`src/rtl/uart_tx_scheduler.sv`:
```
// Byte FIFO and send sequencer in front of the UART transmitter: queues bus writes and issues one tx_send per byte.
// Optional UART_TX_SCHED_OVERFLOW_EN adds a sticky overflow flag (dropped write or ack timeout) with overflow_clr.
module uart_tx_scheduler #(
  parameter int DEPTH       = 16,
  parameter int DATA_WIDTH  = 8,
  parameter int ACK_TIMEOUT = 15
) (
  input  logic                       clk,
  input  logic                       rst,
  input  logic                       wr_en,
  input  logic [DATA_WIDTH-1:0]      wr_data,
  input  logic                       uart_busy,
`ifdef UART_TX_SCHED_OVERFLOW_EN
  input  logic                       overflow_clr,
  output logic                       overflow,
`endif
  output logic                       tx_send,
  output logic [DATA_WIDTH-1:0]      tx_data,
  output logic                       fifo_full,
  output logic                       fifo_empty,
  output logic [$clog2(DEPTH+1)-1:0] fifo_count,
  output logic                       sched_busy
);

  localparam int AW = $clog2(DEPTH);
  localparam int CW = $clog2(DEPTH+1);
  localparam int TW = $clog2(ACK_TIMEOUT+1);

  typedef enum logic [1:0] {IDLE, SEND, WAIT_ACK, WAIT_DONE} state_t;

  logic [DATA_WIDTH-1:0] mem [DEPTH];
  logic [AW-1:0]         wr_ptr, rd_ptr;
  logic [CW-1:0]         count, count_nxt;
  logic [TW-1:0]         tcnt;
  state_t                state;
  logic                  push, pop, drop, ack_to;

  // Full is judged on the registered flag, so a pop in the same cycle never frees room for a write.
  assign push   = wr_en && !fifo_full;
  assign drop   = wr_en &&  fifo_full;
  assign pop    = (state == IDLE) && !fifo_empty;
  assign ack_to = (state == WAIT_ACK) && !uart_busy && (tcnt == TW'(ACK_TIMEOUT-1));

  assign fifo_count = count;

  always_comb begin
    count_nxt = count;
    case ({push, pop})
      2'b10:   count_nxt = count + 1'b1;
      2'b01:   count_nxt = count - 1'b1;
      default: count_nxt = count;
    endcase
  end

  // Storage carries no reset; pointers and count define what is valid.
  always_ff @(posedge clk) begin
    if (push) mem[wr_ptr] <= wr_data;
  end

  always_ff @(posedge clk) begin
    if (rst) begin
      wr_ptr     <= '0;
      rd_ptr     <= '0;
      count      <= '0;
      fifo_empty <= 1'b1;
      fifo_full  <= 1'b0;
      state      <= IDLE;
      tx_send    <= 1'b0;
      tx_data    <= '0;
      sched_busy <= 1'b0;
      tcnt       <= '0;
    end else begin
      if (push) wr_ptr <= wr_ptr + 1'b1;
      count      <= count_nxt;
      fifo_empty <= (count_nxt == '0);
      fifo_full  <= (count_nxt == CW'(DEPTH));
      tx_send    <= 1'b0;
      case (state)
        IDLE: begin
          if (pop) begin
            tx_data    <= mem[rd_ptr];
            rd_ptr     <= rd_ptr + 1'b1;
            tx_send    <= 1'b1;
            sched_busy <= 1'b1;
            state      <= SEND;
          end
        end
        SEND: begin
          tcnt  <= '0;
          state <= WAIT_ACK;
        end
        WAIT_ACK: begin
          if (uart_busy) begin
            state <= WAIT_DONE;
          end else begin
            tcnt <= tcnt + 1'b1;
            // UART never acknowledged: the byte is abandoned, no retry.
            if (ack_to) begin
              state      <= IDLE;
              sched_busy <= 1'b0;
            end
          end
        end
        WAIT_DONE: begin
          if (!uart_busy) begin
            state      <= IDLE;
            sched_busy <= 1'b0;
          end
        end
        default: begin
          state      <= IDLE;
          sched_busy <= 1'b0;
        end
      endcase
    end
  end

`ifdef UART_TX_SCHED_OVERFLOW_EN
  // Set has priority over clear so an event coinciding with a clear is not lost.
  always_ff @(posedge clk) begin
    if (rst)                 overflow <= 1'b0;
    else if (drop || ack_to) overflow <= 1'b1;
    else if (overflow_clr)   overflow <= 1'b0;
  end
`else
  logic unused_drop;
  assign unused_drop = drop;
`endif

endmodule

```
`config.mk`:
```
export PLATFORM = sky130hd
export DESIGN_NAME = uart_tx_scheduler
export DESIGN_NICKNAME = d
export VERILOG_FILES = /design/src/rtl/uart_tx_scheduler.sv
export SDC_FILE = /design/constraint.sdc
export NUM_CORES = 1
export LEC_CHECK = 0
export BUFFER_PORTS_ARGS = -buffer_cell sky130_fd_sc_hd__buf_2
export CORE_ASPECT_RATIO = 1.2
export CORE_UTILIZATION = 50
export CTS_BUF_LIST = sky130_fd_sc_hd__clkbuf_4 sky130_fd_sc_hd__clkbuf_8 sky130_fd_sc_hd__clkbuf_16
export DETAILED_ROUTE_END_ITERATION = 10
export MAX_ROUTING_LAYER = met4
export PLACE_DENSITY = 0.74
export RECOVER_POWER = 50
export SYNTH_ARGS = -nofsm -noshare
export SYNTH_HDL_FRONTEND = slang
export SYNTH_SLANG_ARGS = --single-unit
```
`constraint.sdc`:
```
create_clock -name clk -period 2.7 [get_ports clk]
set_input_delay 0.135 -clock clk [delete_from_list [all_inputs] [get_ports clk]]
set_output_delay 0.135 -clock clk [all_outputs]
set_load 0.005 [all_outputs]
```
==> results.sh, run 1 <==
export IMPL_drv_slew=0
export IMPL_cp_start_kind="flop"
export IMPL_die_w_um=106.0
export IMPL_maxSlewHeadroom=0.4497
export IMPL_async_reset_ff_frac=0
export IMPL_clock_latency_ps=420
export IMPL_p_switching_mw=1.925
export IMPL_cts_buffer_depth=2
export IMPL_synth_seq_cells=159
export IMPL_final_setup_tns_ps=0
export IMPL_fin_area_sq_um=7387
export IMPL_area_growth_syn_to_layout_pct=13.78
export IMPL_p_comb_frac=0.245
export IMPL_gp_congestion=0.8978
export IMPL_yosys_top_cells_area="edfxtp_1, mux4_2, dfxtp_1"
export IMPL_wl_um=11910
export IMPL_grt_ovfl_total=0
export IMPL_outcome="complete, no violations"
export IMPL_r2r_setup_slack_ps=70
export IMPL_grt_max_degree=36
export IMPL_synthCells=393
export IMPL_fin_worst_skew_ps=9.677
export IMPL_cts_sinks=159
export IMPL_syn_avg_cell_area_sq_um=16.52
export IMPL_cap_violations=0
export IMPL_fin_crit_sh=0.9748
export IMPL_synth_most_common_cell="edfxtp_1"
export IMPL_fin_nets=452
export IMPL_grt_pass1_vias=3601
export IMPL_synth_largest_area_cell="edfxtp_1"
export IMPL_intPower_mw=4.774
export IMPL_dpl_hpwl_um=7859
export IMPL_syn_nets=414
export IMPL_fmax_mhz=379.9
export IMPL_yosys_warnings=0
export IMPL_vias=3485
export IMPL_cts_buffers=17
export IMPL_synthTopCellsByCount="edfxtp_1, mux4_2, nor2_1"
export IMPL_pwr_density_cell_nw_per_um2=906.8
export IMPL_peakVddDrop_uv=721.7
export IMPL_reg2reg_depth=10
export IMPL_post_route_min_period_ps=2632
export IMPL_drive_gt1_frac=0.2483
export IMPL_wire_per_inst_um=19.62
export IMPL_cp_arrival_ps=2950
export IMPL_hp_class="in2reg"
export IMPL_min_to="rd_ptr[3]"
export IMPL_core_sq_um=12670
export IMPL_cts_root_buffer="clkbuf_16"
export IMPL_grt_pass1_wl_um=19180
export IMPL_hold_viol=0
export IMPL_p_seq_frac=0.441
export IMPL_start_util=0.5125
export IMPL_antenna_cells=0
export IMPL_rsz0062_at_grt="true"
export IMPL_yosys_area_top_type_share=0.5920
export IMPL_cts_tree="done"
export IMPL_io_pins=29
export IMPL_p_leak_nw=2.403
export IMPL_ys_flop_type="edfxtp_1"
export IMPL_worstSetupEndpointType="flop"
export IMPL_rows=45
export IMPL_avgViaCountPerCell=5.741
export IMPL_synth_area_sq_um=6492
export IMPL_synth_cell_type_count=49
export IMPL_hp_start="rst"
export IMPL_dr_pass1_iters=5
export IMPL_p_sw_frac=0.2874
export IMPL_drtIter0Drc=315
export IMPL_yosysSeqAreaShare=0.6876
export IMPL_p_clk_frac=0.314
export IMPL_power_total_mw=6.699
export IMPL_crit_type="reg2reg"
export IMPL_io_buffers=28
export IMPL_required_ps=3020
export IMPL_placed_cell_area_sq_um=6840
export IMPL_ant_nets=0
export IMPL_tightest_slew_ps=822.5
export IMPL_grt_usage=0.2003
export IMPL_path_max_fanout=5
export IMPL_htree_num_levels=4
export IMPL_dieArea_sq_um=13450
export IMPL_whs_ps=192.0
export IMPL_timing_rr_end="fifo_full"
export IMPL_synth_edf_count=128
export IMPL_clkSlewWorstSetupHoldPaths_ps=60
export IMPL_fp_dieH_um=126.8
export IMPL_antenna_found_initial=0
export IMPL_setup_viol=0
export IMPL_hold_depth=2
export IMPL_reg2reg_from="state[1]"
export IMPL_drc=0
## cell families after synthesis
logic type / share of synthesized area
compound gates: 0.04568
xor+xnor: 0.01214
mux: 0.1434
buf+inv: 0.02312
simple gates: 0.07073
flops: 0.6876
fa+ha+maj: 0.01734
## per-layer routing
metal	up-vias	GRT usage	wire length [um]
li1	1590	-	-
met1	1772	0.2393	4934
met2	104	0.3291	6295
met3	19	0.05139	502
met4	0	0.07435	180
met5	-	-	0
## through the flow
stage / instances / setup slack [ps] / utilization
2_1_floorplan: 393 / -133.3 / -
3_3_place_gp: 574 / 154.6 / 0.5400
3_5_place_dp: 574 / 84.41 / 0.5400
4_1_cts: 606 / 60.86 / 0.5822
5_1_grt: 607 / -11.58 / 0.5831
6_report: 607 / 68.02 / 0.5831
## sequential cells by signal, indices dropped and copies added (netlist names)
signal      flops
wr_ptr          4
fifo_empty      1
tx_data         8
fifo_full       1
mem           128
state           2
tx_send         1
rd_ptr          4
fifo_count      5
sched_busy      1
tcnt            4
## repair_timing
item,in CTS,in global routing
resized for setup,0,4
hold buffers,1,0
setup buffers,0,1
setup endpoints to repair,0,1
hold endpoints to repair,1,0
## power groups by stage
stage	logic (mW)	registers, mW	clock network (mW)
3_5_place_dp	1.60	3.01	0
6_report	1.64	2.96	2.10
3_3_place_gp	1.55	2.99	0
5_1_grt	1.80	2.98	2.24
2_1_floorplan	1.25	2.93	0
4_1_cts	1.62	2.95	2.14
## layout make-up
cell class / instances / area, sq um
clock inverters: 13 / 92.59
clock buffers: 18 / 432.9
fillers: 932 / 5281
inverters: 7 / 28.78
flip-flops and latches: 159 / 4466
repair buffers: 44 / 254.0
multi-input cells: 202 / 1908
well taps: 164 / 205.2
## how the worst max path moves through the flow
stage,start,endpoint,slack [ps]
2_1_floorplan,state[1],fifo_full,-130
3_3_place_gp,state[1],fifo_full,150
3_5_place_dp,state[1],fifo_full,80
4_1_cts,state[1],fifo_full,60
5_1_grt,state[1],fifo_full,-10
6_report,state[1],fifo_full,70
## critical path, stage by stage, from the launching register on
cell and delay [ps]:
dfxtp_1 310, or3_4 400, inv_4 70, nand2_4 60
xnor2_1 120, ha_2 220, o21a_1 170, o211ai_1 200
a22oi_2 130, or4_4 550, a2111oi_4 290
## layout by cell type, fill, tap and decap left out, types with 2 or more instances in the layout
cell type | netlist | layout
o21a_1 | 3 | 3
and2_1 | 2 | 2
a21o_1 | 2 | 2
xnor2_1 | 4 | 4
o211ai_1 | 4 | 4
a21oi_1 | 18 | 18
dfxtp_1 | 31 | 30
clkinv_2 | 0 | 3
clkbuf_16 | 0 | 17
buf_4 | 1 | 13
nor3_1 | 9 | 9
nand2_1 | 28 | 28
inv_6 | 0 | 2
nor3b_1 | 5 | 4
ha_1 | 9 | 8
nand4_1 | 3 | 3
mux4_2 | 40 | 40
nor2_1 | 40 | 40
xor2_1 | 5 | 5
clkinv_1 | 1 | 2
nand2b_1 | 4 | 4
edfxtp_1 | 128 | 128
mux2i_1 | 3 | 3
clkbuf_1 | 15 | 15
clkinvlp_4 | 0 | 4
buf_2 | 3 | 14
clkinv_4 | 0 | 3
inv_1 | 5 | 5
Power figures use the tool's default switching activity.
==> inputs of run 2 (changes only) <==
Settings changed: CTS_BUF_LIST sky130_fd_sc_hd__clkbuf_4 sky130_fd_sc_hd__clkbuf_8 sky130_fd_sc_hd__clkbuf_16 to sky130_fd_sc_hd__clkbuf_8.
==> run 2 against run 1 <==
- utilization is 1.5 points lower
- flip-flop and latch count stayed put
- setup slack worse by 3.1 ps
- fmax is 0.12% lower
- clock skew is 1.8 ps higher
- critical path depth stayed put
- routed wire length is 3.8% lower
==> results.sh, run 2 (synthesis gave the netlist of run 1 again) <==
export IMPL_critPathTopFamily="simple AND/OR/NAND/NOR gates"
export IMPL_drc=0
export IMPL_clock_latency_ps=440
export IMPL_ant_nets=0
export IMPL_antenna_found_initial=0
export IMPL_crit_type="reg2reg"
export IMPL_fin_crit_sh=0.9759
export IMPL_fmax_mhz=379.5
export IMPL_cts_sinks=159
export IMPL_pwr_density_cell_nw_per_um2=840.3
export IMPL_tightest_slew_ps=771.3
export IMPL_crit_cells=10
export IMPL_rsz0062_at_grt="true"
export IMPL_dr_pass1_iters=4
export IMPL_path_max_fanout=5
export IMPL_htree_num_levels=4
export IMPL_grt_pass1_vias=3562
export IMPL_required_ps=3040
export IMPL_grt_usage=0.1918
export IMPL_hp_class="in2reg"
export IMPL_drive_gt1_frac=0.2483
export IMPL_cp_num_buf_inv=1
export IMPL_mostFrequentLayoutCell="edfxtp_1"
export IMPL_grt_pass1_wl_um=18470
export IMPL_wire_per_inst_um=18.88
export IMPL_reg2reg_depth=10
export IMPL_io_pins=29
export IMPL_cp_cell_sequence="or3_4 > inv_4 > nand2_4 > xnor2_1 > ha_2 > o21a_1 > o211ai_1 > a22oi_2 > or4_4 > a2111oi_4"
export IMPL_grt_util_met2=0.3172
export IMPL_dieArea_sq_um=13450
export IMPL_cts_buffer_depth=2
export IMPL_cp_arrival_ps=2970
export IMPL_fin_area_sq_um=7193
export IMPL_rows=45
export IMPL_outcome="complete, no violations"
export IMPL_maxSlewHeadroom=0.4839
export IMPL_final_cell_mix="edfxtp_1, nor2_1, mux4_2"
export IMPL_vias=3459
export IMPL_regMostFlops="mem"
export IMPL_fin_worst_skew_ps=11.46
export IMPL_setup_viol=0
export IMPL_hold_depth=2
export IMPL_whs_ps=171.4
export IMPL_io_buffers=28
export IMPL_drtIter0Drc=356
export IMPL_met1_usage=0.2315
export IMPL_peakVddDrop_uv=686.1
export IMPL_grt_max_degree=36
export IMPL_cp_slowest_cell="or4_4"
export IMPL_fillCellCount=948
export IMPL_cap_violations=0
export IMPL_cp_start_kind="flop"
export IMPL_antenna_cells=0
export IMPL_fin_nets=452
export IMPL_wl_um=11460
export IMPL_largest_reg_flops=128
export IMPL_area_growth_syn_to_layout_pct=10.79
export IMPL_post_route_min_period_ps=2635
export IMPL_cts_tree="done"
export IMPL_avgViaCountPerCell=5.699
export IMPL_cts_root_buffer="clkbuf_8"
export IMPL_fp_dieH_um=126.8
export IMPL_gp_congestion=0.8978
export IMPL_die_w_um=106.0
export IMPL_globalRouteMet3Util=0.04214
export IMPL_core_sq_um=12670
export IMPL_worstSetupEndpointType="flop"
export IMPL_placed_cell_area_sq_um=6840
export IMPL_hold_viol=0
export IMPL_p_leak_nw=2.321
export IMPL_grt_ovfl_total=0
export IMPL_drv_slew=0
export IMPL_critPathMaxStageDelay_ps=550
export IMPL_cts_buffers=17
export IMPL_start_util=0.5125
export IMPL_dpl_hpwl_um=7859
export IMPL_clkSlewWorstSetupHoldPaths_ps=80
export IMPL_busiest_layer="met2"
-- run 2: final cells by class --
class	instances	area, sq um	share of cell area
flip-flops and latches	159	4466	0.6208
clock buffers	17	234.0	0.03253
well taps	164	205.2	0.02853
clock inverters	14	96.34	0.01339
inverters	7	28.78	0.004001
repair buffers	44	255.2	0.03548
multi-input cells	202	1908	0.2653
-- run 2: worst paths after layout --
| path | from | end | slack [ps] |
|---|---|---|---|
| worst max-delay path | state[1] | fifo_full | 60 |
| worst min register to register | tx_data[0] | tx_data[0] | 470 |
| worst max register to register | state[1] | fifo_full | 60 |
| worst min-delay path | rst | rd_ptr[3] | 170 |
-- run 2: per-layer routing --
layer / wire length (um) / part of all wire
met1: 4817 / 0.42
met5: 0 / 0
met3: 473 / 0.041
met2: 6043 / 0.53
met4: 129 / 0.011
-- run 2: worst register-to-register path, delay by kind of cell (launching register included) --
kind / cells / cell delay, ps
compound gates: 4 / 790
buf+inv: 1 / 70
simple gates: 3 / 1010
flops: 1 / 320
xor+xnor: 1 / 130
fa+ha+maj: 1 / 220
-- run 2: stage by stage --
stage	util	power, mW	setup TNS [ps]	worst slack (ps)	std cells
floorplan	-	4.176	-145.2	-133.3	393
global placement	0.5400	4.541	0	154.6	574
detailed placement	0.5400	4.608	0	84.41	574
CTS	0.5668	6.056	0	53.33	606
global route	0.5678	6.362	-16.96	-16.96	607
finish	0.5678	6.044	0	64.96	607
-- run 2: what timing repair did --
item / in CTS / in global routing
hold buffers: 1 / 0
setup endpoints to repair: 0 / 1
endpoints found under the hold margin: 1 / 0
setup buffers: 0 / 1
resized for setup: 0 / 4
-- run 2: report_power, final --
group          total [mW]  internal, mW  switching (mW)
combinational        1.64         0.797           0.839
clock                1.46         0.625           0.831
sequential           2.95          2.80           0.156
==> inputs of run 3 (changes only) <==
Settings changed: CELL_PAD_IN_SITES_DETAIL_PLACEMENT from default to 1, CELL_PAD_IN_SITES_GLOBAL_PLACEMENT from default to 2, CORE_UTILIZATION 50 to 43, MAX_ROUTING_LAYER met4 to default, PLACE_DENSITY 0.74 to 0.82, SKIP_CTS_REPAIR_TIMING from default to 1.
==> run 3 against run 2 <==
- worst hold slack better by 5.8 ps
- global-route usage down 0.26 points
- clock skew up 0.88 ps
- routed wire length up 17%
- die area up 16%
- critical path type unchanged
- critical endpoint is now fifo_empty
- largest power group unchanged
==> results.sh, run 3 (synthesis gave the netlist of run 1 again) <==
export IMPL_outcome="complete, no violations"
export IMPL_io_pins=29
export IMPL_core_sq_um=14590
export IMPL_cp_arrival_ps=2990
export IMPL_fin_crit_sh=0.9832
export IMPL_antenna_found_initial=1
export IMPL_drv_slew=0
export IMPL_fin_worst_skew_ps=12.34
export IMPL_drive_gt1_frac=0.2691
export IMPL_area_growth_syn_to_layout_pct=14.26
export IMPL_required_ps=3040
export IMPL_cp_cell_sequence="or3_4 > inv_4 > nand2_4 > xnor2_1 > ha_2 > o21a_1 > o211ai_1 > a22oi_2 > buf_4 > o41a_1 > a41o_1"
export IMPL_htree_num_levels=4
export IMPL_p_clk_frac=0.276
export IMPL_drtIter0Drc=160
export IMPL_p_leak_nw=2.408
export IMPL_grt_max_degree=36
export IMPL_pwr_density_cell_nw_per_um2=859.5
export IMPL_globalRouteMet3Util=0.04872
export IMPL_final_setup_tns_ps=0
export IMPL_final_cell_mix="edfxtp_1, nor2_1, mux4_2"
export IMPL_cts_root_buffer="clkbuf_8"
export IMPL_crit_cells=11
export IMPL_fin_nets=465
export IMPL_critPathMaxStageDelay_ps=400
export IMPL_cts_buffers=17
export IMPL_mostFrequentLayoutCell="edfxtp_1"
export IMPL_crit_type="reg2reg"
export IMPL_grt_pass1_vias=3804
export IMPL_cp_start_kind="flop"
export IMPL_cts_sinks=159
export IMPL_dp_cells=620
export IMPL_avgViaCountPerCell=5.355
export IMPL_cts_buffer_depth=2
export IMPL_wl_um=13450
export IMPL_grt_pass1_wl_um=21180
export IMPL_p_switching_mw=2.004
export IMPL_cp_num_buf_inv=2
export IMPL_wire_per_inst_um=20.48
export IMPL_intPower_mw=4.372
export IMPL_grt_ovfl_total=0
export IMPL_start_util=0.4449
export IMPL_fin_area_sq_um=7418
export IMPL_cap_violations=0
export IMPL_worstSetupEndpointType="flop"
export IMPL_clkSlewWorstSetupHoldPaths_ps=100
export IMPL_drc=0
export IMPL_antenna_cells=0
export IMPL_path_max_fanout=4
export IMPL_p_sw_frac=0.3143
export IMPL_hp_class="in2reg"
export IMPL_gp_congestion=0.7710
export IMPL_dieArea_sq_um=15600
export IMPL_power_total_mw=6.376
export IMPL_peakVddDrop_uv=433.0
export IMPL_maxSlewHeadroom=0.5226
export IMPL_p_seq_frac=0.459
export IMPL_cts_tree="done"
export IMPL_largest_reg_flops=128
export IMPL_met1_usage=0.2249
export IMPL_cp_slowest_cell="or3_4"
export IMPL_grt_usage=0.1891
export IMPL_die_w_um=114.2
export IMPL_hold_viol=0
export IMPL_io_buffers=28
export IMPL_dr_pass1_iters=5
export IMPL_fp_dieH_um=136.6
export IMPL_vias=3518
export IMPL_hold_depth=2
export IMPL_grt_util_met2=0.3293
export IMPL_placed_cell_area_sq_um=6960
export IMPL_p_comb_frac=0.265
export IMPL_layoutNonFillerInstCount=657
export IMPL_ant_nets=0
export IMPL_fmax_mhz=376.7
export IMPL_critPathTopFamily="compound AO/OA/AOI/OAI gates"
export IMPL_tightest_slew_ps=716.1
export IMPL_rows=48
export IMPL_clock_latency_ps=450
export IMPL_dpl_hpwl_um=9241
export IMPL_post_route_min_period_ps=2655
export IMPL_busiest_layer="met2"
export IMPL_reg2reg_depth=11
export IMPL_setup_viol=0
export IMPL_regMostFlops="mem"
[run 3: cell types whose count changed in the layout (fill, tap and decap cells not counted), moves of 2 or more]
cell        previous run  this run
buf_2                 15        11
buf_4                 13        24
clkbuf_1              14        20
clkinv_2               3         1
clkinv_8               0         3
clkinvlp_4             4         2
inv_8                  0         4
[run 3: cell type report]
| class | count | area, sq um |
|---|---|---|
| clock inverter | 15 | 178.9 |
| clock buffer | 17 | 234.0 |
| sequential | 159 | 4466 |
| inverter | 7 | 28.78 |
| timing repair buffer | 57 | 340.3 |
| multi-input combinational | 202 | 1921 |
| tap | 200 | 250.2 |
| fill | 1409 | 7176 |
[run 3: per-layer routing]
| layer | share of wire | wire length (um) | vias to the layer above |
|---|---|---|---|
| li1 | - | - | 1619 |
| met5 | 0.00097 | 13 | - |
| met4 | 0.019 | 257 | 2 |
| met1 | 0.42 | 5639 | 1807 |
| met2 | 0.53 | 7116 | 66 |
| met3 | 0.032 | 427 | 24 |
[run 3: worst paths after layout]
path                    from    endpoint  slack (ps)
setup / recovery    state[1]  fifo_empty          50
hold / removal           rst   rd_ptr[2]         180
setup reg to reg    state[1]  fifo_empty          50
hold reg to reg   tx_data[6]  tx_data[6]         470
[run 3: worst register-to-register path: stages (launching register included)]
cell	delay, ps
dfxtp_1	320
or3_4	400
inv_4	70
nand2_4	60
xnor2_1	130
ha_2	200
o21a_1	170
o211ai_1	240
a22oi_2	160
buf_4	160
o41a_1	360
a41o_1	260
[run 3: power groups by stage]
stage	Combinational [mW]	Clock, mW	Sequential (mW)
finish	1.69	1.76	2.92
global route	1.86	1.89	2.95
detailed placement	1.66	0	2.98
floorplan	1.25	0	2.93
global placement	1.61	0	2.97
CTS	1.67	1.81	2.92
[run 3: through the flow]
stage	util	worst slack, ps	hold slack (ps)
final	0.5083	45.40	177.2
after global routing	0.5083	-34.84	186.0
after CTS	0.5052	-68.48	-40.16
after detailed placement	0.4769	-36.56	457.9
after global placement	0.4769	132.9	448.9
after floorplan	-	-133.3	213.4
